$ cat config.mk
export PLATFORM = sky130hd
export DESIGN_NAME = div6by3_seq
export DESIGN_NICKNAME = d
export VERILOG_FILES = /design/src/rtl/div6by3_seq.sv
export SDC_FILE = /design/constraint.sdc
export NUM_CORES = 1
export LEC_CHECK = 0
export CELL_PAD_IN_SITES_DETAIL_PLACEMENT = 0
export CELL_PAD_IN_SITES_GLOBAL_PLACEMENT = 2
export CORE_ASPECT_RATIO = 0.5
export CORE_MARGIN = 3
export CORE_UTILIZATION = 33
export DETAILED_ROUTE_END_ITERATION = 8
export PLACE_DENSITY = 0.83
export SETUP_SLACK_MARGIN = 0.5
export SLEW_MARGIN = 15
export SYNTH_ARGS = -nofsm -noshare
export SYNTH_HDL_FRONTEND = slang
export SYNTH_SLANG_ARGS = --single-unit
$ cat constraint.sdc
create_clock -name clk -period 2.7 [get_ports clk]
set_input_delay 0.81 -clock clk [delete_from_list [all_inputs] [get_ports clk]]
set_output_delay 0.81 -clock clk [all_outputs]
set_load 0.1 [all_outputs]
$ cat src/rtl/div6by3_seq.sv
// -----------------------------------------------------------------------------
// div6by3_seq
//
// Sequential restoring divider: the inverse of the 3-bit combinational
// multiplier. It divides an unsigned DW-bit dividend by an unsigned VW-bit
// divisor and produces one quotient bit per clock. The default 6/3 sizing
// matches the multiplier's product/operand widths, so a multiply followed by a
// divide returns the original operands.
//
// Ports
//   clk          in   1    single clock, rising edge
//   rst          in   1    asynchronous, active-high reset
//   start        in   1    request; sampled only while busy is low
//   dividend     in   DW   unsigned dividend, captured on an accepted start
//   divisor      in   VW   unsigned divisor, captured on an accepted start
//   busy         out  1    high while an operation is in progress
//   done         out  1    one-cycle pulse: results valid
//   quotient     out  DW   unsigned quotient, held until the next completion
//   remainder    out  VW   unsigned remainder, held until the next completion
//   div_by_zero  out  1    set with done when divisor was 0, held with results
//
// Handshake: a request is taken at a rising edge where start=1 and busy=0.
// busy rises at that edge and falls at the edge that raises done. done is
// high for exactly one cycle, and busy and done are never high together. A
// start held high during the done cycle is accepted at the next edge. start
// while busy is ignored and the operand ports are not sampled.
//
// Timing: a non-zero divisor gives done in the cycle after edge E0+DW, where
// E0 is the accepting edge. A zero divisor skips the iteration. The FSM stays
// in IDLE and done, with div_by_zero set, follows one clock after E0.
// -----------------------------------------------------------------------------
module div6by3_seq #(
    parameter int DW = 6,
    parameter int VW = 3
) (
    input  logic          clk,
    input  logic          rst,
    input  logic          start,
    input  logic [DW-1:0] dividend,
    input  logic [VW-1:0] divisor,
    output logic          busy,
    output logic          done,
    output logic [DW-1:0] quotient,
    output logic [VW-1:0] remainder,
    output logic          div_by_zero
);

    // Iteration counter: counts 0..DW-1, one step per quotient bit.
    localparam int CW = (DW > 1) ? $clog2(DW) : 1;
    localparam logic [CW-1:0] LAST = CW'(DW - 1);

    typedef enum logic {
        IDLE = 1'b0,
        RUN  = 1'b1
    } state_t;

    state_t state, state_next;

    // Operand and working registers.
    logic [DW-1:0] a_reg;   // dividend, shifted left so the next bit is the MSB
    logic [VW-1:0] b_reg;   // latched divisor
    logic [VW-1:0] r_reg;   // partial remainder between steps
    logic [DW-1:0] q_reg;   // quotient shift register
    logic [CW-1:0] cnt;
    logic          zpend;   // zero-divisor result due at the next edge

    // Combinational control and iteration datapath.
    logic          accept;
    logic          last_step;
    logic [VW:0]   r_shift; // R = {R, next dividend bit}, VW+1 bits wide
    logic          ge;
    logic [VW-1:0] r_sub;
    logic [VW-1:0] r_next;
    logic [DW:0]   q_ext;
    logic [DW-1:0] q_next;

    // ------------------------------------------------------------------
    // FSM: next-state logic.
    // ------------------------------------------------------------------
    always_comb begin
        accept     = 1'b0;
        last_step  = 1'b0;
        state_next = state;

        // busy is checked as well as IDLE, so a pending zero-divisor
        // result (IDLE, busy=1) cannot be overtaken by a new request.
        accept = start && (state == IDLE) && !busy;

        case (state)
            IDLE: begin
                if (accept && (divisor != '0)) begin
                    state_next = RUN;
                end
            end
            RUN: begin
                last_step = (cnt == LAST);
                if (last_step) begin
                    state_next = IDLE;
                end
            end
            default: state_next = IDLE;
        endcase
    end

    // ------------------------------------------------------------------
    // One restoring step.
    // The stored remainder is always below the divisor, so it fits in VW
    // bits. Only the shifted value needs the extra bit, and that bit is used
    // only in the compare. Once the compare passes, the true difference is
    // below the divisor, so a VW-bit subtraction gives the exact result.
    // ------------------------------------------------------------------
    always_comb begin
        r_shift = {r_reg, a_reg[DW-1]};
        ge      = (r_shift >= {1'b0, b_reg});
        r_sub   = r_shift[VW-1:0] - b_reg;
        r_next  = ge ? r_sub : r_shift[VW-1:0];
        // The (DW+1)-bit concatenation also works when DW is 1.
        q_ext   = {q_reg, ge};
        q_next  = q_ext[DW-1:0];
    end

    // ------------------------------------------------------------------
    // FSM: state register.
    // ------------------------------------------------------------------
    always_ff @(posedge clk or posedge rst) begin
        if (rst) begin
            state <= IDLE;
        end else begin
            state <= state_next;
        end
    end

    // ------------------------------------------------------------------
    // Datapath and output registers.
    // quotient, remainder and div_by_zero change only at completion or on
    // reset. The previous result stays visible while a new one is computed.
    // ------------------------------------------------------------------
    always_ff @(posedge clk or posedge rst) begin
        if (rst) begin
            a_reg       <= '0;
            b_reg       <= '0;
            r_reg       <= '0;
            q_reg       <= '0;
            cnt         <= '0;
            zpend       <= 1'b0;
            busy        <= 1'b0;
            done        <= 1'b0;
            quotient    <= '0;
            remainder   <= '0;
            div_by_zero <= 1'b0;
        end else begin
            done <= 1'b0;
            if (accept) begin
                a_reg <= dividend;
                b_reg <= divisor;
                r_reg <= '0;
                q_reg <= '0;
                cnt   <= '0;
                busy  <= 1'b1;
                zpend <= (divisor == '0);
            end else if (zpend) begin
                zpend       <= 1'b0;
                busy        <= 1'b0;
                done        <= 1'b1;
                div_by_zero <= 1'b1;
                quotient    <= '1;
                remainder   <= '0;
            end else if (state == RUN) begin
                r_reg <= r_next;
                q_reg <= q_next;
                a_reg <= a_reg << 1;
                cnt   <= cnt + 1'b1;
                if (last_step) begin
                    busy        <= 1'b0;
                    done        <= 1'b1;
                    div_by_zero <= 1'b0;
                    quotient    <= q_next;
                    remainder   <= r_next;
                end
            end
        end
    end

endmodule
==> reports/results.ini, run 1 <==
[run_status]
status=finished, final reports clean

[critical_path]
crit_chain=inv_2, ha_1, inv_1, fa_2, a211o_1, or3_4, a32o_1
cp.arrival_ns=2.30
rr_worst_depth=7
critical-path-max-stage-delay_ns=0.40
cp-start-kind=flop
cpMaxStageDelayCell=or3_4
crit_fanout=7
critical_path.endpoint_type=flop
required_ns=2.87
setup.worst_path.class=reg -> reg

[timing]
skew_ns=0.007772
min_period_ns=2.128
setup-tns-final_ns=0
tightest_slew_ns=0.4707
hold_viol_final=0
slew_violations=0
setup_viol=0
max_freq_mhz=469.9
rsz0062_at_grt=no
relSlewSlack_pct=68.62
fin_crit_sh_pct=78.82

[logic_synthesis]
ys_top_cells_by_count=dfrtp_1, nand2_1, nand3_1
synth_largest_area_cell=dfrtp_1
ys.flop_type=dfrtp_1
yosys_warnings=0
synth_most_common_cell=dfrtp_1
ys_ff_latch=34
synth.distinct_cells=39
yosysTopAreaCellShare_pct=53.38
syn-num-nets=177
syn_area_mm2=0.001594
synth_area_leaders=dfrtp_1, nand2_1, nand3_1
async_flop_share_pct=100.0
syn_avg_cell_area_um2=10.03
synth-seq-area-share_pct=53.38
syn_inst=159
synth_edf_count=0

[cells_and_area]
area_delta_synth_final_pct=26.92
final_area_mm2=0.002023
n_antenna_cell=0
final_nets=203
nFillCells=451
drive_above_1_share_pct=17.74
fin_cells=252

[floorplan]
pin_count=24
die_h_um=55.15
coreArea_mm2=0.004531
dieArea_mm2=0.005751
rows=17
start_util_pct=35.18
die_w_um=104.3

[worst_hold_path]
min_path_cells=2
min_path_type=reg -> reg

[cts]
numCtsBuffers=5
clkTransAtPathRegs_ns=0.07
htreeDepth=2
clock-root-buffer=clkbuf_8
cts_tree=built
hold_buffers=0
clock_path_buffers=2
clock_latency_ns=0.29
cts_sinks=34

[placement]
numPlacedInstances=243
dp_hpwl_um=2543
port_buffers=23
place_area_mm2=0.001866
gp_congestion=0.8158

[drt]
drc=0
drt_wl_total_um=3640
avgRoutedWirePerCell_um=14.44
drt-pass1-iter-count=4
ant_nets=0
drtIter0Drc=33
num_vias=1238
avgViaCountPerCell=4.913

[run]
max_cap_violations=0

[global_routing]
grt_pass1_vias=1194
grt_pass1_wl_um=5940
grtUsageTotal_pct=13.50
grt_overflow=0
antenna_found_initial=0
grt_max_degree=35

==> metal layers <==
layer	vias to the layer above	routed length, um	global-route usage, %
met5	-	0	0
met4	0	17	4.636
met3	2	97	3.592
met2	18	1699	22.01
met1	616	1826	17.87
li1	602	-	-
==> metrics by stage <==
stage          worst slack [ns]  hold slack [ns]  util, %
3_5_place_dp             0.3907           0.4767    41.18
4_1_cts                  0.5291           0.4933    44.32
6_report                 0.5719           0.4852    44.66
3_3_place_gp             0.4183           0.4669    41.18
5_1_grt                  0.4915           0.5160    44.66
2_1_floorplan            0.6221           0.4497        -
==> repair_timing <==
action / CTS / global route
pin swaps: 1 / 1
buffers inserted: 0 / 1
resized for setup: 0 / 3
setup endpoints to repair: 1 / 3
==> path summary, 6_finish.rpt <==
| kind | start | end | slack, ns |
|---|---|---|---|
| worst min-delay path | quotient[1] | quotient[1] | 0.49 |
| max in group asynchronous | rst | remainder[0] | 1.46 |
| worst min register to register | quotient[1] | quotient[1] | 0.49 |
| min in group asynchronous | rst | a_reg[0] | 0.92 |
| worst max-delay path | a_reg[5] | remainder[2] | 0.57 |
| worst max register to register | a_reg[5] | remainder[2] | 0.57 |
==> final cells by class <==
class	count	area (um^2)	share of cell area, %
clock buffer	6	82.58	4.082
sequential	34	850.8	42.05
timing repair buffer	30	252.7	12.49
inverter	7	26.28	1.299
clock inverter	2	60.06	2.968
multi-input combinational	107	668.1	33.02
tap	66	82.58	4.082
==> worst max-delay path: cells and delay by family (launching register included) <==
kind,cells,cell delay [ns]
AO/OA/AOI/OAI,2,0.64
adder cells (fa/ha/maj),2,0.49
AND/OR/NAND/NOR,1,0.40
flip-flops,1,0.39
buffers and inverters,2,0.12
==> cell families after synthesis <==
| logic type | after synthesis | synth area share [%] |
|---|---|---|
| AND/OR/NAND/NOR | 66 | 20.57 |
| flip-flops | 34 | 53.38 |
| AO/OA/AOI/OAI | 33 | 14.29 |
| buffers and inverters | 18 | 5.494 |
| adder cells (fa/ha/maj) | 6 | 5.181 |
| XOR/XNOR | 2 | 1.099 |
==> cell usage in the layout, fill, tap and decap left out, types with 2 or more instances in the layout <==
master,synthesis,routed
ha_1,5,5
nand3_1,16,16
clkdlybuf4s50_1,0,11
o21a_1,2,2
nand2b_1,2,2
inv_2,1,2
dfrtp_1,34,34
o211ai_1,2,2
a22oi_1,4,4
nor2_1,4,4
clkbuf_8,0,6
a21oi_1,4,4
and3_1,3,3
inv_1,6,5
buf_4,0,19
nand2_1,28,28
bufinv_16,0,2
o31ai_1,2,2
o21ai_0,11,11
nor3_1,3,3
Power of run 1 is left out: the tool's default activity adds up to more than one toggle a clock period on the data nets, which glitch-free logic cannot reach.
==> inputs of run 2 (changes only) <==
- clock period: 2.7 -> 2.2 ns (I/O delays scaled with it)
==> run 2 against run 1 <==
  * First-iteration DRC count grew to 2.8 times the previous value
  * Largest cell class unchanged
  * Utilization rose by 2.3 points
  * Register-to-register slack worse by 0.38 ns
  * Hold slack got worse by 0.0076 ns
  * Critical path type unchanged
  * Sequential cell count is the same
==> reports/results.ini, run 2 (synthesis results as in run 1) <==
[run_status]
status=finished, final reports clean  ; unchanged

[critical_path]
critical-path-max-stage-delay_ns=0.40  ; about the same
setup.worst_path.class=reg -> reg  ; unchanged
regToRegSetupSlack_ns=0.19  ; was 0.57 ns
crit_buf_inv=2  ; unchanged
r2r_end=remainder[2]  ; unchanged
crit_chain=inv_2, ha_4, inv_2, fa_2, a211o_1, or3_4, a32o_1  ; was inv_2, ha_1, inv_1, fa_2, a211o_1, or3_4, a32o_1
r2r-start=a_reg[5]  ; unchanged
required_ns=2.37  ; was 2.87 ns
path_delay_family=compound AO/OA/AOI/OAI gates  ; unchanged
rr_worst_depth=7  ; unchanged
cp.arrival_ns=2.18  ; was 2.30 ns
cp-start-kind=flop  ; unchanged
crit_fanout=4  ; was 7
critical_path.endpoint_type=flop  ; unchanged
cpMaxStageDelayCell=dfrtp_1  ; was or3_4
crit_top_cell=inv_2

[floorplan]
start_util_pct=35.18  ; unchanged
rows=17  ; unchanged
coreArea_mm2=0.004531  ; unchanged
die_h_um=55.15  ; unchanged
pin_count=24  ; unchanged
dieArea_mm2=0.005751  ; unchanged
die_w_um=104.3  ; unchanged

[cells_and_area]
n_antenna_cell=0  ; unchanged
final_common_cell=dfrtp_1  ; unchanged
final_nets=212  ; was 203
drive_above_1_share_pct=24.62  ; was 17.74%
area_delta_synth_final_pct=33.59  ; was 26.92%
fin_cells=261  ; was 252
utilization_pct=47.00  ; was 44.66%
final_cell_mix=dfrtp_1, nand2_1, buf_4  ; unchanged

[global_routing]
grtUsageTotal_pct=14.59  ; was 13.50%
antenna_found_initial=0  ; unchanged
grt_pass1_vias=1244  ; was 1,194
grt_pass1_wl_um=6320  ; was 5940 um
grt_max_degree=35  ; unchanged
grt_overflow=0  ; unchanged

[cts]
clock-root-buffer=clkbuf_8  ; unchanged
clock_latency_ns=0.28  ; was 0.29 ns
htreeDepth=2  ; unchanged
clkTransAtPathRegs_ns=0.07  ; about the same
clock_path_buffers=2  ; unchanged
cts_sinks=34  ; unchanged
cts_tree=built  ; unchanged
numCtsBuffers=5  ; unchanged

[drt]
drt-pass1-iter-count=4  ; unchanged
drt_wl_total_um=3814  ; was 3640 um
avgViaCountPerCell=4.939  ; was 4.913
drtIter0Drc=92  ; was 33
num_vias=1289  ; was 1,238
drc=0  ; unchanged
avgRoutedWirePerCell_um=14.61  ; was 14.44 um
ant_nets=0  ; unchanged

[timing]
fin_ws_ns=0.1913  ; was 0.5719 ns
max_freq_mhz=497.8  ; was 469.9 MHz
slew_violations=0  ; unchanged
setup_viol=0  ; unchanged
rsz0062_at_grt=yes  ; was no
relSlewSlack_pct=70.16  ; was 68.62%
hold_viol_final=0  ; unchanged
skew_ns=0.004268  ; was 0.007772 ns
tightest_slew_ns=0.4476  ; was 0.4707 ns
setup-tns-final_ns=0  ; unchanged
min_period_ns=2.009  ; was 2.128 ns
fin_crit_sh_pct=91.31  ; was 78.82%

[placement]
numPlacedInstances=246  ; was 243
port_buffers=23  ; unchanged
dp_hpwl_um=2536  ; was 2543 um
gp_congestion=0.7842  ; was 0.8158
pre_cts_slack_ns=0.02737  ; was 0.3907 ns

[run]
max_cap_violations=0  ; unchanged

[worst_hold_path]
min_path_cells=2  ; unchanged
min_to=div_by_zero  ; was quotient[1]
min_path_type=reg -> reg  ; unchanged
worstHoldStart=div_by_zero  ; was quotient[1]

-- run 2: cell types whose count changed in the layout (fill, tap and decap cells not counted), moves of 2 or more --
cell / previous run / this run
buf_12: 0 / 3
buf_4: 19 / 23
bufinv_16: 2 / 0
clkinv_2: 0 / 2
-- run 2: final cells by class --
cell class                 instances  area, um^2
clock inverter                     2       10.01
timing repair buffer              39       389.1
sequential                        34       852.1
multi-input combinational        107       696.9
fill                             440        2401
tap                               66       82.58
inverter                           7       26.28
clock buffer                       6       72.57
-- run 2: metrics by stage --
stage / hold WS, ns / area, um^2
2_1_floorplan: 0.4497 / 1598
3_3_place_gp: 0.4676 / 1929
3_5_place_dp: 0.4682 / 1929
4_1_cts: 0.4857 / 2098
5_1_grt: 0.5067 / 2130
6_report: 0.4776 / 2130
-- run 2: how the worst max path moves through the flow --
| stage | start | to | cells after the start |
|---|---|---|---|
| floorplan | a_reg[5] | remainder[2] | 7 |
| global placement | start | r_reg[1] | 5 |
| detailed placement | start | quotient[2] | 5 |
| CTS | a_reg[5] | remainder[2] | 7 |
| global route | a_reg[5] | remainder[2] | 7 |
| finish | a_reg[5] | remainder[2] | 7 |
-- run 2: worst register-to-register path: cells and delay by family (launching register included) --
family / cells / cell delay [ns]
adder cells (fa/ha/maj): 2 / 0.46
flip-flops: 1 / 0.40
buffers and inverters: 2 / 0.11
AO/OA/AOI/OAI: 2 / 0.54
AND/OR/NAND/NOR: 1 / 0.39
-- run 2: what timing repair did --
item,CTS,global route
pin swaps,7,3
buffers inserted,3,3
hold buffers,0,0
gates cloned,1,0
resized for setup,11,2
endpoints found under the setup margin,23,8
-- run 2: per-layer routing --
layer  share of wire (%)  global-route usage [%]  vias to the layer above
met5                   0                       0                        -
met1                  52                   20.99                      633
li1                    -                       -                      620
met2                  43                   21.69                       31
met4                 1.2                   4.636                        0
met3                 3.6                   3.708                        5
Power of run 2 is left out for the same reason.
==> patch: new RTL, config.mk and constraints of run 2 <==
The parameter `VW` goes from 3 to 2.
--- a/src/rtl/div6by3_seq.sv
+++ b/src/rtl/div6by3_seq.sv
@@ -33,3 +33,3 @@
     parameter int DW = 6,
-    parameter int VW = 3
+    parameter int VW = 2
 ) (
Interface: changed (resized divisor and remainder); port bits go from 24 to 22. The function was not compared with the original's and may differ.
==> patch against run 2 <==
- worst setup slack improved by 0.38 ns
- hold slack gained 0.013 ns
- design area decreased by 16%
- synthesized area down 15%
- non-clock buffer count fell by 9
- sequential cell count is 3 lower
- routed wire length shrank 20%
- via count is 20% lower
- highest routed layer unchanged
Power is left out: the tool's default activity adds up to more than one toggle a clock period on the data nets, which glitch-free logic cannot reach.
==> patch: results (changes against run 2) <==
Synth top cells by count dfrtp_1 (31), nand2_1 (26), nand3_1 (14); Skew-Pair Late Insertion Delay 0.28 ns (about the same); post-synth net total 144 (-19%); Port Buf Inserts 21 (-8.7%); GR Layer Usage met3 4.77% (+1.1 points); Worst Clk Skew 0.00407 ns (-0.000200 ns); register clock-pin slew on the reported worst setup and hold paths 0.06 ns; antenna violations before repair 0 (unchanged); DR WL met3 122 µm (-11%); pin count of the biggest net entering global routing 32 (-8.6%); met2 WL 1350 µm (-18%); multiplexer share of the synthesized area 1.48% (+1.5 points); H-tree depth 2 (unchanged); Starting DRT DRC Count 82 (-11%); Post-DP HPWL 2140 µm (-16%); post-synthesis sequential area ratio 57.2% (+3.8 points); vias in the first global route 1,010 (-19%); HP Class reg2reg; CP arrival 1.79 ns (-0.39 ns); Root Driver clkbuf_8; post-synthesis xor/xnor area fraction 0.646% (-0.45 points); adder-cell share of the synthesized area 3.69% (-1.5 points); GRT Total Usage 13.4% (-1.2 points); placed inst area 1660 µm² (-14%); Vias/cell 4.91 (-0.58%); cell family with most CP delay compound AO/OA/AOI/OAI gates; Netlist cell types 34 (-13%); clk buf depth 2 (unchanged); hold path start b_reg[0]$_DFFE_PP0P_; Post-Route M1 WL 1550 µm (-22%); layout cells sized above 1 21.3% (-3.4 points); status completed; fin nets 175 (-17%); critical path type reg2reg; first-pass GRT wire length 5120 µm (-19%); Crit Path Max Fanout 5 (+1); CP max stage delay 0.42 ns (+0.02 ns); max_slew headroom 73.8% (+3.7 points); met1 global-route usage 17.9% (-3.1 points); Compound-Gate Fraction of Synth Area 14.4% (+0.11 points); GP Congestion 0.720 (-8.2%); Avg WL per Cell 14.5 µm (-0.69%); leading post-synthesis cells by cell area dfrtp_1 (57%), nand2_1 (7.2%), nand3_1 (5.2%); FF-to-FF Start r_reg[0]$_DFFE_PP0P_; Top Layer Used met4; met2 GRT Util 19.9% (-1.8 points); ANT cells 0 (unchanged); length of the first detailed-routing pass in iterations 4 (unchanged)
[patch: cell types whose count changed after synthesis, moves of 2 or more]
| cell | delta |
|---|---|
| a21oi_1 | -2 |
| and3_1 | -3 |
| buf_2 | -2 |
| clkbuf_1 | -3 |
| dfrtp_1 | -3 |
| inv_1 | -2 |
| mux2i_1 | +2 |
| nand2_1 | -2 |
| nand3_1 | -2 |
| nor2b_1 | +2 |
| o211ai_1 | -2 |
| o21a_1 | -2 |
| o21ai_0 | -5 |
| o22a_1 | +2 |
[patch: through the flow]
stage          std cells  hold WS [ns]  util (%)  setup slack (ns)
5_1_grt              211         0.517      48.5             0.488
4_1_cts              211         0.490      47.8             0.548
6_report             211         0.490      48.5             0.569
2_1_floorplan        129         0.450         -             0.516
3_5_place_dp         203         0.477      45.0            0.0506
3_3_place_gp         203         0.463      45.0            0.0954
[patch: path summary, 6_finish.rpt]
kind                                            endpoint  slack [ns]  cells after the start
worst max register to register  remainder[1]$_DFFE_PP0P_        0.57                      4
min in group asynchronous        quotient[4]$_DFFE_PP0P_        0.76                      3
worst min-delay path                b_reg[0]$_DFFE_PP0P_        0.49                      2
max in group asynchronous               busy$_DFFE_PP0P_        1.13                      3
worst min register to register      b_reg[0]$_DFFE_PP0P_        0.49                      2
worst max-delay path            remainder[1]$_DFFE_PP0P_        0.57                      4
[patch: repair_timing]
item                                    CTS  global route
pin swaps                                 3             0
endpoints found under the hold margin     0             0
setup buffers                             1             0
resized for setup                         6             3
endpoints found under the setup margin   25             1
[patch: area by class of cell]
type	instances	area, µm²
Inverter	5	18.8
Fill cell	366	1890
Timing Repair Buffer	30	278
Clock buffer	7	76.3
Multi-Input combinational cell	87	571
Tap cell	51	63.8
Sequential cell	31	777
